### config.mk
export PLATFORM = sky130hd
export DESIGN_NAME = serial_parity_rx
export DESIGN_NICKNAME = d
export VERILOG_FILES = /design/src/rtl/serial_parity_pkg.sv /design/src/rtl/sync_2ff.sv /design/src/rtl/serial_parity_rx.sv
export SDC_FILE = /design/constraint.sdc
export NUM_CORES = 1
export LEC_CHECK = 0
export ABC_AREA = 0
export BUFFER_PORTS_ARGS = -buffer_cell sky130_fd_sc_hd__buf_4
export CAP_MARGIN = 40
export CORE_MARGIN = 10
export CORE_UTILIZATION = 25
export CTS_CLUSTER_DIAMETER = 60
export DETAILED_ROUTE_END_ITERATION = 6
export GPL_ROUTABILITY_DRIVEN = 0
export PLACE_DENSITY_LB_ADDON = 0.2
export SLEW_MARGIN = 20
export SYNTH_ARGS = -nofsm -noshare
export SYNTH_HDL_FRONTEND = slang
export SYNTH_SLANG_ARGS = --single-unit
### constraint.sdc
create_clock -name clk -period 3.65 [get_ports clk]
set_input_delay 0.365 -clock clk [delete_from_list [all_inputs] [get_ports clk]]
set_output_delay 0.365 -clock clk [all_outputs]
set_load 0.05 [all_outputs]
### src/rtl/serial_parity_pkg.sv
// -----------------------------------------------------------------------------
// serial_parity_pkg
//
// Shared types and constants for the serial parity receive path.
//
// Contents:
//   rx_state_e      - receiver FSM states (idle, start, data, parity, stop, break)
//   FRAME_DATA_BITS - number of data bits carried per frame
//   RX_IDLE_LEVEL   - line level while no frame is in flight
//   even_parity()   - XOR reduction of a data word plus its parity bit
//
// No ports; imported by serial_parity_rx and friends.
// -----------------------------------------------------------------------------
package serial_parity_pkg;

  localparam int unsigned FRAME_DATA_BITS = 4;
  localparam logic        RX_IDLE_LEVEL   = 1'b1;

  typedef enum logic [2:0] {
    StIdle,
    StStart,
    StData,
    StParity,
    StStop,
    StBreak
  } rx_state_e;

  // Returns 1 when the data bits plus the parity bit hold an odd number of ones,
  // i.e. when an even-parity frame is corrupt.
  function automatic logic even_parity(input logic [FRAME_DATA_BITS-1:0] data,
                                       input logic                       parity);
    return ^{data, parity};
  endfunction

endpackage

### src/rtl/sync_2ff.sv
// -----------------------------------------------------------------------------
// sync_2ff
//
// One-bit, two-stage synchronizer for bringing an asynchronous level into the
// clk domain. Both stages reset to RESET_VALUE so that a line which idles at a
// known level does not produce a false edge when reset is released.
//
// Parameters:
//   RESET_VALUE - value loaded into both stages while rst_n is low
//
// Ports:
//   clk   - rising-edge clock
//   rst_n - synchronous active-low reset
//   d     - asynchronous input
//   q     - synchronized output, two cycles behind d
// -----------------------------------------------------------------------------
module sync_2ff #(
  parameter logic RESET_VALUE = 1'b0
) (
  input  logic clk,
  input  logic rst_n,
  input  logic d,
  output logic q
);

  logic meta_q;

  always_ff @(posedge clk) begin
    if (!rst_n) begin
      meta_q <= RESET_VALUE;
      q      <= RESET_VALUE;
    end else begin
      meta_q <= d;
      q      <= meta_q;
    end
  end

endmodule

### src/rtl/serial_parity_rx.sv
// -----------------------------------------------------------------------------
// serial_parity_rx
//
// Single-wire asynchronous receiver for a 4-bit nibble plus its even-parity bit.
// Frame on the line (idle high): start(0), d0..d3 LSB first, parity, stop(1).
// The received word is presented in parallel with a one-cycle valid strobe and
// is meant to feed an even parity checker directly (data_out/parity_out into
// its data/parity inputs, valid qualifying its error output).
//
// Parameters:
//   CLKS_PER_BIT - clock cycles per bit period; must be even and >= 4
//
// Ports:
//   clk        - rising-edge clock
//   rst_n      - synchronous active-low reset
//   rx         - asynchronous serial line, idle high
//   data_out   - last good nibble (d3..d0), held until the next good frame
//   parity_out - last good parity bit, held until the next good frame
//   valid      - one-cycle pulse when data_out/parity_out update
//   frame_err  - one-cycle pulse when the stop bit is sampled low
//   busy       - high whenever the receiver is not idle
//   parity_err - (only with SERIAL_PARITY_RX_CHECK_EN) XOR of the accepted
//                data and parity, updated with valid and held until the next
//                good frame
//
// Build option:
//   SERIAL_PARITY_RX_CHECK_EN - define to add the parity_err output. Without it
//                               the parity bit is passed through unchecked.
// -----------------------------------------------------------------------------
module serial_parity_rx
  import serial_parity_pkg::*;
#(
  parameter int unsigned CLKS_PER_BIT = 16
) (
  input  logic                       clk,
  input  logic                       rst_n,
  input  logic                       rx,
  output logic [FRAME_DATA_BITS-1:0] data_out,
  output logic                       parity_out,
  output logic                       valid,
  output logic                       frame_err,
  output logic                       busy
`ifdef SERIAL_PARITY_RX_CHECK_EN
  ,
  output logic                       parity_err
`endif
);

  // Bit-period counter runs 0..CLKS_PER_BIT-1 and wraps.
  localparam int unsigned    CntW    = $clog2(CLKS_PER_BIT);
  localparam logic [CntW-1:0] CntLast = CntW'(CLKS_PER_BIT - 1);
  // Half a bit period after the start edge lands on the middle of the start bit;
  // every later sample is one full period after that, so all stay mid-bit.
  localparam logic [CntW-1:0] CntMid  = CntW'(CLKS_PER_BIT / 2 - 1);

  localparam int unsigned    IdxW    = $clog2(FRAME_DATA_BITS);
  localparam logic [IdxW-1:0] IdxLast = IdxW'(FRAME_DATA_BITS - 1);

  logic                       rx_s;
  rx_state_e                  state_q;
  logic [CntW-1:0]            cnt_q;
  logic [IdxW-1:0]            idx_q;
  logic [FRAME_DATA_BITS-1:0] shift_q;
  logic                       par_q;

  sync_2ff #(
    .RESET_VALUE(RX_IDLE_LEVEL)
  ) u_rx_sync (
    .clk  (clk),
    .rst_n(rst_n),
    .d    (rx),
    .q    (rx_s)
  );

  // Receiver FSM. All outputs are registered here; valid and frame_err default
  // low every cycle so they can only ever be single-cycle pulses.
  always_ff @(posedge clk) begin
    if (!rst_n) begin
      state_q    <= StIdle;
      cnt_q      <= '0;
      idx_q      <= '0;
      shift_q    <= '0;
      par_q      <= 1'b0;
      data_out   <= '0;
      parity_out <= 1'b0;
      valid      <= 1'b0;
      frame_err  <= 1'b0;
      busy       <= 1'b0;
`ifdef SERIAL_PARITY_RX_CHECK_EN
      parity_err <= 1'b0;
`endif
    end else begin
      valid     <= 1'b0;
      frame_err <= 1'b0;

      unique case (state_q)
        StIdle: begin
          cnt_q <= '0;
          if (rx_s != RX_IDLE_LEVEL) begin
            state_q <= StStart;
            busy    <= 1'b1;
          end
        end

        StStart: begin
          if (cnt_q == CntMid) begin
            cnt_q <= '0;
            if (rx_s == 1'b0) begin
              state_q <= StData;
              idx_q   <= '0;
            end else begin
              // Line was high again by mid-bit: a glitch, not a start bit.
              state_q <= StIdle;
              busy    <= 1'b0;
            end
          end else begin
            cnt_q <= cnt_q + CntW'(1);
          end
        end

        StData: begin
          if (cnt_q == CntLast) begin
            cnt_q          <= '0;
            shift_q[idx_q] <= rx_s;
            if (idx_q == IdxLast) begin
              state_q <= StParity;
            end else begin
              idx_q <= idx_q + IdxW'(1);
            end
          end else begin
            cnt_q <= cnt_q + CntW'(1);
          end
        end

        StParity: begin
          if (cnt_q == CntLast) begin
            cnt_q   <= '0;
            par_q   <= rx_s;
            state_q <= StStop;
          end else begin
            cnt_q <= cnt_q + CntW'(1);
          end
        end

        StStop: begin
          if (cnt_q == CntLast) begin
            cnt_q <= '0;
            if (rx_s == 1'b1) begin
              data_out   <= shift_q;
              parity_out <= par_q;
              valid      <= 1'b1;
`ifdef SERIAL_PARITY_RX_CHECK_EN
              parity_err <= even_parity(shift_q, par_q);
`endif
              // Back to idle right away so a start bit immediately following
              // the stop bit is still caught.
              state_q    <= StIdle;
              busy       <= 1'b0;
            end else begin
              frame_err <= 1'b1;
              state_q   <= StBreak;
            end
          end else begin
            cnt_q <= cnt_q + CntW'(1);
          end
        end

        StBreak: begin
          // Hold off until the line recovers so a stuck-low line cannot keep
          // looking like fresh start bits.
          if (rx_s == RX_IDLE_LEVEL) begin
            state_q <= StIdle;
            busy    <= 1'b0;
          end
        end

        default: begin
          state_q <= StIdle;
          busy    <= 1'b0;
        end
      endcase
    end
  end

  // Both strobes come from the same stop-bit sample, so they cannot coincide.
  a_strobes_exclusive: assert property (@(posedge clk) disable iff (!rst_n)
    !(valid && frame_err));

  // busy is a registered copy of "not idle".
  a_busy_tracks_state: assert property (@(posedge clk) disable iff (!rst_n)
    busy == (state_q != StIdle));

endmodule

# Yosys cells after proc, flatten, opt, wreduce, memory -nomap -nowiden
# Cells that the tools add are included.
# op_classes
mul	0
mux	28
bitwise_logic	1
reduce_logical	13
eq_ne	17
add_sub_neg	2
shifts	0
n_lt_le_gt_ge	2
n_div	0
# ops
cell	n
2-to-1 mux 3 bit	8
one-hot mux 3 bit (6 select lines)	1
inequality test 2 bit (second input constant)	8
one-hot mux 4 bit (3 select lines)	1
2-to-1 mux 2 bit	5
2-to-1 mux 4 bit	2
2-to-1 mux 1 bit	7
AND reduction 7 bit	1
== test 3 x 2 -> 1 bit (second input constant)	2
== test 3 bit (second input constant)	2
AND reduction 3 bit	2
one-hot mux 1 bit (5 select lines)	1
AND reduction 5 bit	1
adder 4 x 1 -> 4 bit (second input constant)	1
bitwise mux 4 bit	1
== test 4 x 3 -> 1 bit (second input constant)	1
== test 4 bit (second input constant)	1
one-hot mux 2 bit (2 select lines)	1
AND reduction 2 bit	2
AND reduction 4 bit	1
== test 3 x 1 -> 1 bit (second input constant)	1
logical NOT 3 bit	1
less-than comparator 2 x 3 -> 1 bit (second input constant)	1
nonzero test 3 bit	1
other kinds (10)	10
# word_totals
input_bits	3
ramBits	0
latch_bits	0
n_memories	0
ff_bits	24
mem_bits_ro	0

# Longest topological paths before layout
# Gate-level depths: netlist of run 1.
# logic_depth
ltp_word	5
mapped_depth	6
mapped_depth_nobuf	6

# Modules after synthesis
# A second synthesis of run 1 with hierarchy kept.
# unflattened
cells_unflattened	136
area_unflattened_um2	1247.4
# by_module_without_submodules
module	instances	seq_area_each_um2	cells_per_inst	area_each_um2
serial_parity_rx	1	440.4	132	1194.9
sync_2ff	1	40.0	4	52.6

# Worst setup path before layout of run 1
# OpenSTA, ideal clock, no wires.
# synth_path
path_kind	register -> register
startpoint	register cnt_q[0]
endpoint	register data_out[0]
t_arrival_ns	1.387
stages_incl_launch_ff	7
synth_period_minus_slack_ns	1.515
t_required_ns	3.522
setup_slack_ns	2.135
cell_sequence	dfxtp_1 > ha_1 > and3_1 > and3_1 > nand2_1 > mux2i_1 > nor2_1
# synth_between
elab_chain_len	2
# synth_lines
item	line_no	rtl
start, declared	serial_parity_rx.sv:61	logic [CntW-1:0] cnt_q;
start signal, assigned	serial_parity_rx.sv:117	cnt_q <= cnt_q + CntW'(1);
start signal, assigned	serial_parity_rx.sv:131	cnt_q <= cnt_q + CntW'(1);
start signal, assigned	serial_parity_rx.sv:141	cnt_q <= cnt_q + CntW'(1);
== test 4 bit	serial_parity_rx.sv:146	if (cnt_q == CntLast) begin
AND reduction 3 bit (no source line)	n/a	
end signal, assigned	serial_parity_rx.sv:149	data_out <= shift_q;
end, declared	serial_parity_rx.sv:38	output logic [FRAME_DATA_BITS-1:0] data_out,
# No other way between the ends.
# A chain may end at the register's enable or synchronous reset.

# Final worst setup path of run 1
# layout_path
startpoint	register state_q[0]
endpoint	register cnt_q[3]
# layout_between
elab_chain_len	3
# layout_lines
item	line_no	rtl
start, declared	serial_parity_rx.sv:60	rx_state_e state_q;
start signal, assigned	serial_parity_rx.sv:79	state_q <= StIdle;
start signal, assigned	serial_parity_rx.sv:100	state_q <= StStart;
start signal, assigned	serial_parity_rx.sv:109	state_q <= StData;
== test 3 bit or == test 3 x 2 -> 1 bit (tied branches)	serial_parity_rx.sv:96	unique case (state_q)
OR reduction 3 bit (no source line)	n/a	
one-hot mux 4 bit (3 select lines) or nonzero test 3 bit (tied branches)	n/a	
# Parallel ways exist; a longest one is shown, timed or not.

==> results of run 1 <==
==> synthesized netlist by cell type, drive strengths merged (3+ instances only) <==
library cell  count  area (µm²)
a21oi             5        25.0
clkbuf            4        15.0
buf               3        15.0
mux2i            13         130
o21ai             8        40.0
and3              5        31.3
nor2b             4        25.0
nand2            10        37.5
nor2             18        70.1
dfxtp            24         480
inv               4        15.0
ha                5        62.6
nand3             4        20.0
==> cell usage in the layout (no fill, tap or decap) <==
master / synthesis / layout
clkbuf_8: 0 / 3
or2_2: 1 / 1
or4_1: 1 / 1
inv_1: 4 / 4
nor2_2: 1 / 1
bufinv_16: 0 / 1
nor2b_1: 4 / 4
nand3b_1: 2 / 2
mux2i_1: 13 / 13
buf_4: 0 / 10
o211ai_1: 1 / 1
o21ai_0: 6 / 6
nor4b_1: 2 / 2
and2_1: 2 / 2
nor4bb_1: 1 / 1
nor3_1: 1 / 1
ha_1: 5 / 5
o31a_1: 1 / 1
nand3_1: 4 / 4
nor2_1: 17 / 17
nand4b_1: 1 / 1
xnor2_1: 1 / 1
a22oi_1: 1 / 1
o21ai_1: 2 / 2
a21oi_1: 5 / 5
and3_1: 5 / 5
nand2_1: 10 / 10
nand2b_1: 2 / 2
a311oi_4: 1 / 1
a31oi_1: 1 / 1
or2b_4: 1 / 1
dfxtp_1: 24 / 24
a221oi_2: 1 / 1
==> power groups by stage <==
| stage | Clock, mW | Combinational, mW | Sequential (mW) |
|---|---|---|---|
| floorplan | 0 | 0.107 | 0.296 |
| global placement | 0 | 0.125 | 0.301 |
| detailed placement | 0 | 0.127 | 0.302 |
| CTS | 0.246 | 0.127 | 0.296 |
| global route | 0.252 | 0.141 | 0.299 |
| finish | 0.232 | 0.125 | 0.296 |
==> worst max path at each step <==
| stage | from | end | slack [ns] | cells after the start |
|---|---|---|---|---|
| finish | state_q[0] | cnt_q[3] | 1.84 | 5 |
| floorplan | cnt_q[0] | data_out[0] | 2.14 | 6 |
| CTS | state_q[0] | cnt_q[3] | 1.82 | 5 |
| global placement | state_q[0] | cnt_q[3] | 1.91 | 5 |
| global route | state_q[0] | cnt_q[3] | 1.66 | 5 |
| detailed placement | state_q[0] | cnt_q[3] | 1.83 | 5 |
==> registers in the layout, indices dropped and copies added, names as in the netlist, 2 cells and up <==
register and cells:
data_out 4, idx_q 2, cnt_q 4, shift_q 4, state_q 3
==> per-stage QoR <==
| step | setup WS, ns | total power, mW |
|---|---|---|
| after floorplan | 2.14 | 0.404 |
| after global placement | 1.91 | 0.426 |
| after detailed placement | 1.83 | 0.429 |
| after CTS | 1.82 | 0.668 |
| after global routing | 1.66 | 0.692 |
| final | 1.84 | 0.653 |
==> cell type report <==
class	instances	area, µm²
fillers	472	3080
well taps	52	65.1
clock buffers	3	41.3
clock inverters	1	30.0
inverters	4	15.0
flip-flops and latches	24	480
repair buffers	10	75.1
multi-input cells	93	628
==> metal layers <==
layer  up-vias  wire, µm  track usage [%]  share of wire [%]
met5         -         0                0                  0
li1        451         -                -                  -
met1       395      1210             9.17                 51
met2        15      1020             10.1                 43
met3         2       119             2.51                5.0
met4         0        10             1.45               0.42
==> cell families after synthesis <==
logic type                 count (synthesis)  share of synthesized area (%)
muxes                                     13                           11.3
adders and majority gates                  5                           5.42
xor gates and xnor gates                   1                          0.759
DFF                                       24                           41.6
and+or+nand+nor                           55                           25.2
AOI/OAI and AO/OA                         19                           11.8
buffers and inverters                     11                           3.90
==> reports/results.ini, run 1 <==
[outcome]
status = complete, no violations

[timing]
relSlewSlack_pct = 69.2
tns_ns = 0
fin_crit_sh_pct = 49.7
rsz0062_at_grt = false
finalMaxSlewViolations = 0
fmax_mhz = 551
setup_violations = 0
tightestPinTransition_ns = 0.462
whs_ns = 0.276
skew_ns = 0.00185
hold_violations = 0
layout_min_cycle_time_ns = 1.81

[logic_synthesis]
netlist_area_um2 = 1150
synth_ff_type = dfxtp_1
synth_cell_type_count = 32
synth_nets = 136
syn_area_per_cell_um2 = 9.01
synthCells = 128
ys_seq_elements = 24
async_flop_share_pct = 0
ys_seq_area_share_pct = 41.6
synth-edff-count = 0
yosys_warnings = 0

[cells_and_area]
finalNetCount = 144
syn_to_final_growth_pct = 15.7
final_util_pct = 30.2
fin_area_um2 = 1340
diodes = 0
fin_cells = 187
drive_above_1_share_pct = 14.1

[min_path]
hold_start = rx
whs_endpoint = u_rx_sync.meta_q
hold_path_class = primary input to register
whs_path_depth = 2

[cts]
ctsHoldBuffers = 0
htreeDepth = 1
cts_resized = 0
clk_latency_ns = 0.26
cts_root_buf = clkbuf_8
clk_path_buf_depth = 2
post_cts_buffers = 0
cts.sinks = 24
cts_buffers = 3
cts_tree = built
path_clk_slew_ns = 0.08

[setup_path]
start_kind = register
crit_chain = or2b_4 -> xnor2_1 -> a311oi_4 -> nand3_1 -> a31oi_1
required_ns = 3.85
cp.arrival_ns = 2.01
rr_endpoint = cnt_q[3]
worst-path-buf-inv = 0
path_delay_family = compound AO/OA/AOI/OAI gates
cpPeakStageDelay_ns = 0.51
reg2reg_depth = 5
critPathMaxFanout = 11
path_class = register to register
r2r_start = state_q[0]
cp-end-kind = register
reg2reg_setup_slack_ns = 1.84
slowest_stage = dfxtp_1

[pwr]
pwr-share-clk_pct = 35.5
p_leak_nw = 0.566
pwr-share-seq_pct = 45.3
p_per_area_nw_per_um2 = 489
switchingPower_uw = 176
internal_power_uw = 477
combPwrFrac_pct = 19.2
switching_share_pct = 26.9
ir_drop_v = 0.000206

[global_routing]
grt-ovfl-total = 0
grt_usage_pct = 6.82
grt_start_max_net_pins = 15
antenna_found_initial = 0
grt_pass1_wl_um = 4310
grt_pass1_vias = 867

[detailed_routing]
avgViaCountPerCell = 4.61
drt_iter0_markers = 26
drt_wl_total_um = 2360
first_pass_iters = 4
drc = 0
dr_total_vias = 863
ant_nets = 0
routedWlPerCell_um = 12.6

[floorplanning]
dieArea_um2 = 7730
initial_core_util_pct = 26.1
fp.dieW_um = 87.9
core_area_um2 = 4410
die_y_um = 87.9
pin_count = 11
placementRows = 24

[placed_design]
dp.cells = 183
dp_hpwl_um = 1700
port_buffers = 10
post_dp_cell_area_um2 = 1260

[job]
drv_cap = 0

Note: power is estimated with default switching activity, not from simulation.
==> run 2, diff against run 1 <==
clock period = 1.57 ns   (was 3.65 ns; I/O delays follow)
==> run 2 against run 1 <==
Fmax is 19% higher. Sequential share of layout area decreased by 4.1 points. Critical path depth increased by 1. Hold slack worse by 0.21 ns. Core utilization rose by 4.2 points. Sequential cell count is the same. Highest routed layer unchanged.
==> reports/results.ini, run 2 (synthesis gave the netlist of run 1 again) <==
[pwr]
p_leak_nw = 0.664  ; was 0.566 nW
p_per_area_nw_per_um2 = 1120  ; was 489 nW/µm²
ir_drop_v = 0.000667  ; was 0.000206 V
total_power_mw = 1.71  ; was 653 µW

[cts]
clk_path_buf_depth = 2  ; unchanged
cts_buffers = 3  ; unchanged
cts.sinks = 24  ; unchanged
path_clk_slew_ns = 0.09  ; was 0.08 ns
clk_latency_ns = 0.27  ; was 0.26 ns
htreeDepth = 1  ; unchanged
cts_root_buf = clkbuf_8  ; unchanged
cts_tree = built  ; unchanged

[timing]
fmax_mhz = 654  ; was 551 MHz
relSlewSlack_pct = 67.2  ; was 69.2%
whs_ns = 0.0649  ; was 0.276 ns
tns_ns = 0  ; unchanged
tightestPinTransition_ns = 0.491  ; was 0.462 ns
layout_min_cycle_time_ns = 1.53  ; was 1.81 ns
skew_ns = 0.00161  ; was 0.00185 ns
finalMaxSlewViolations = 0  ; unchanged
setup_ws_ns = 0.0412  ; was 1.84 ns
fin_crit_sh_pct = 97.4  ; was 49.7%
setup_violations = 0  ; unchanged
hold_violations = 0  ; unchanged
rsz0062_at_grt = true  ; was false

[detailed_routing]
routedWlPerCell_um = 12.8  ; was 12.6 µm
drt_wl_total_um = 2610  ; was 2360 µm
ant_nets = 0  ; unchanged
dr_total_vias = 938  ; was 863
drc = 0  ; unchanged
avgViaCountPerCell = 4.60  ; was 4.61
first_pass_iters = 4  ; unchanged
drt_iter0_markers = 54  ; was 26

[cells_and_area]
drive_above_1_share_pct = 31.6  ; was 14.1%
final_common_cell = buf_4  ; was dfxtp_1
finalNetCount = 161  ; was 144
diodes = 0  ; unchanged
syn_to_final_growth_pct = 31.8  ; was 15.7%
fin_cells = 204  ; was 187
largestRegisters = cnt_q: 4 flops, data_out: 4 flops, shift_q: 4 flops  ; unchanged
final_cell_mix = 27 x buf_4, 20 x dfxtp_1, 17 x nor2_1  ; was 24 x dfxtp_1, 17 x nor2_1, 13 x mux2i_1

[global_routing]
antenna_found_initial = 0  ; unchanged
grt_start_max_net_pins = 15  ; unchanged
grt_usage_pct = 7.11  ; was 6.82%
grt_pass1_wl_um = 4430  ; was 4310 µm
grt-ovfl-total = 0  ; unchanged
grt_pass1_vias = 916  ; was 867

[setup_path]
endpoint = state_q[0]  ; was cnt_q[3]
start_kind = register  ; unchanged
critPathLaunch = state_q[0]  ; unchanged
required_ns = 1.77  ; was 3.85 ns
cp-end-kind = register  ; unchanged
reg2reg_depth = 6  ; was 5
rr_endpoint = state_q[0]  ; was cnt_q[3]
critPathMaxFanout = 3  ; was 11
cp.arrival_ns = 1.73  ; was 2.01 ns
path_class = register to register  ; unchanged
r2r_start = state_q[0]  ; unchanged
reg2reg_setup_slack_ns = 0.04  ; was 1.84 ns

[floorplanning]
die_y_um = 87.9  ; unchanged
fp.dieW_um = 87.9  ; unchanged
initial_core_util_pct = 26.1  ; unchanged
dieArea_um2 = 7730  ; unchanged
pin_count = 11  ; unchanged
core_area_um2 = 4410  ; unchanged
placementRows = 24  ; unchanged

[placed_design]
place_ws_ns = -0.0617  ; was 1.83 ns
port_buffers = 10  ; unchanged
dp_hpwl_um = 1970  ; was 1700 µm
dp.cells = 200  ; was 183

[job]
drv_cap = 0  ; unchanged

[min_path]
hold_path_class = primary input to register  ; unchanged
whs_path_depth = 2  ; unchanged

[outcome]
status = complete, no violations  ; unchanged

## run 2: cell count changes in the layout (fill, tap and decap cells not counted), sizes merged
cell / previous run / this run
buf: 10 / 27
## run 2: what timing repair did
item | CTS | global route
resized for setup | 4 | 10
hold buffers | 0 | 0
endpoints found under the setup margin | 7 | 15
pin swaps | 1 | 1
buffers inserted | 0 | 0
## run 2: how the worst min path moves through the flow
stage               startpoint                to  slack (ns)
floorplan                rst_n  u_rx_sync.meta_q        0.23
global placement            rx  u_rx_sync.meta_q        0.34
detailed placement          rx  u_rx_sync.meta_q        0.35
CTS                         rx  u_rx_sync.meta_q        0.06
global route                rx  u_rx_sync.meta_q        0.06
finish                      rx  u_rx_sync.meta_q        0.06
## run 2: final cells by class
cell class,count,area [µm²]
fillers,448,2890
multi-input cells,93,681
flip-flops and latches,24,485
repair buffers,27,203
well taps,52,65.1
clock buffers,3,41.3
clock inverters,1,30.0
inverters,4,15.0
## run 2: critical path, stage by stage (launching register included)
cell and delay (ns):
dfxtp_2 0.33, or2b_4 0.29, xnor2_4 0.16, a311oi_4 0.12
buf_4 0.16, a221oi_2 0.20, mux2i_1 0.20
## run 2: through the flow
stage	util, %	cell area, µm²
floorplan	-	1150
global placement	31.5	1390
detailed placement	31.5	1390
CTS	33.7	1490
global route	34.4	1520
finish	34.4	1520
## run 2: routing by layer
metal	up-vias	part of all wire [%]	global-route usage (%)
met4	0	0.27	1.30
met2	18	46	11.6
li1	488	-	-
met3	2	5.1	2.51
met1	430	49	8.89
met5	-	0	0
## run 2: power by group
part | total [mW] | switching (mW) | internal (mW)
Sequential | 0.662 | 0.0205 | 0.641
Clock | 0.551 | 0.210 | 0.341
Combinational | 0.496 | 0.241 | 0.255
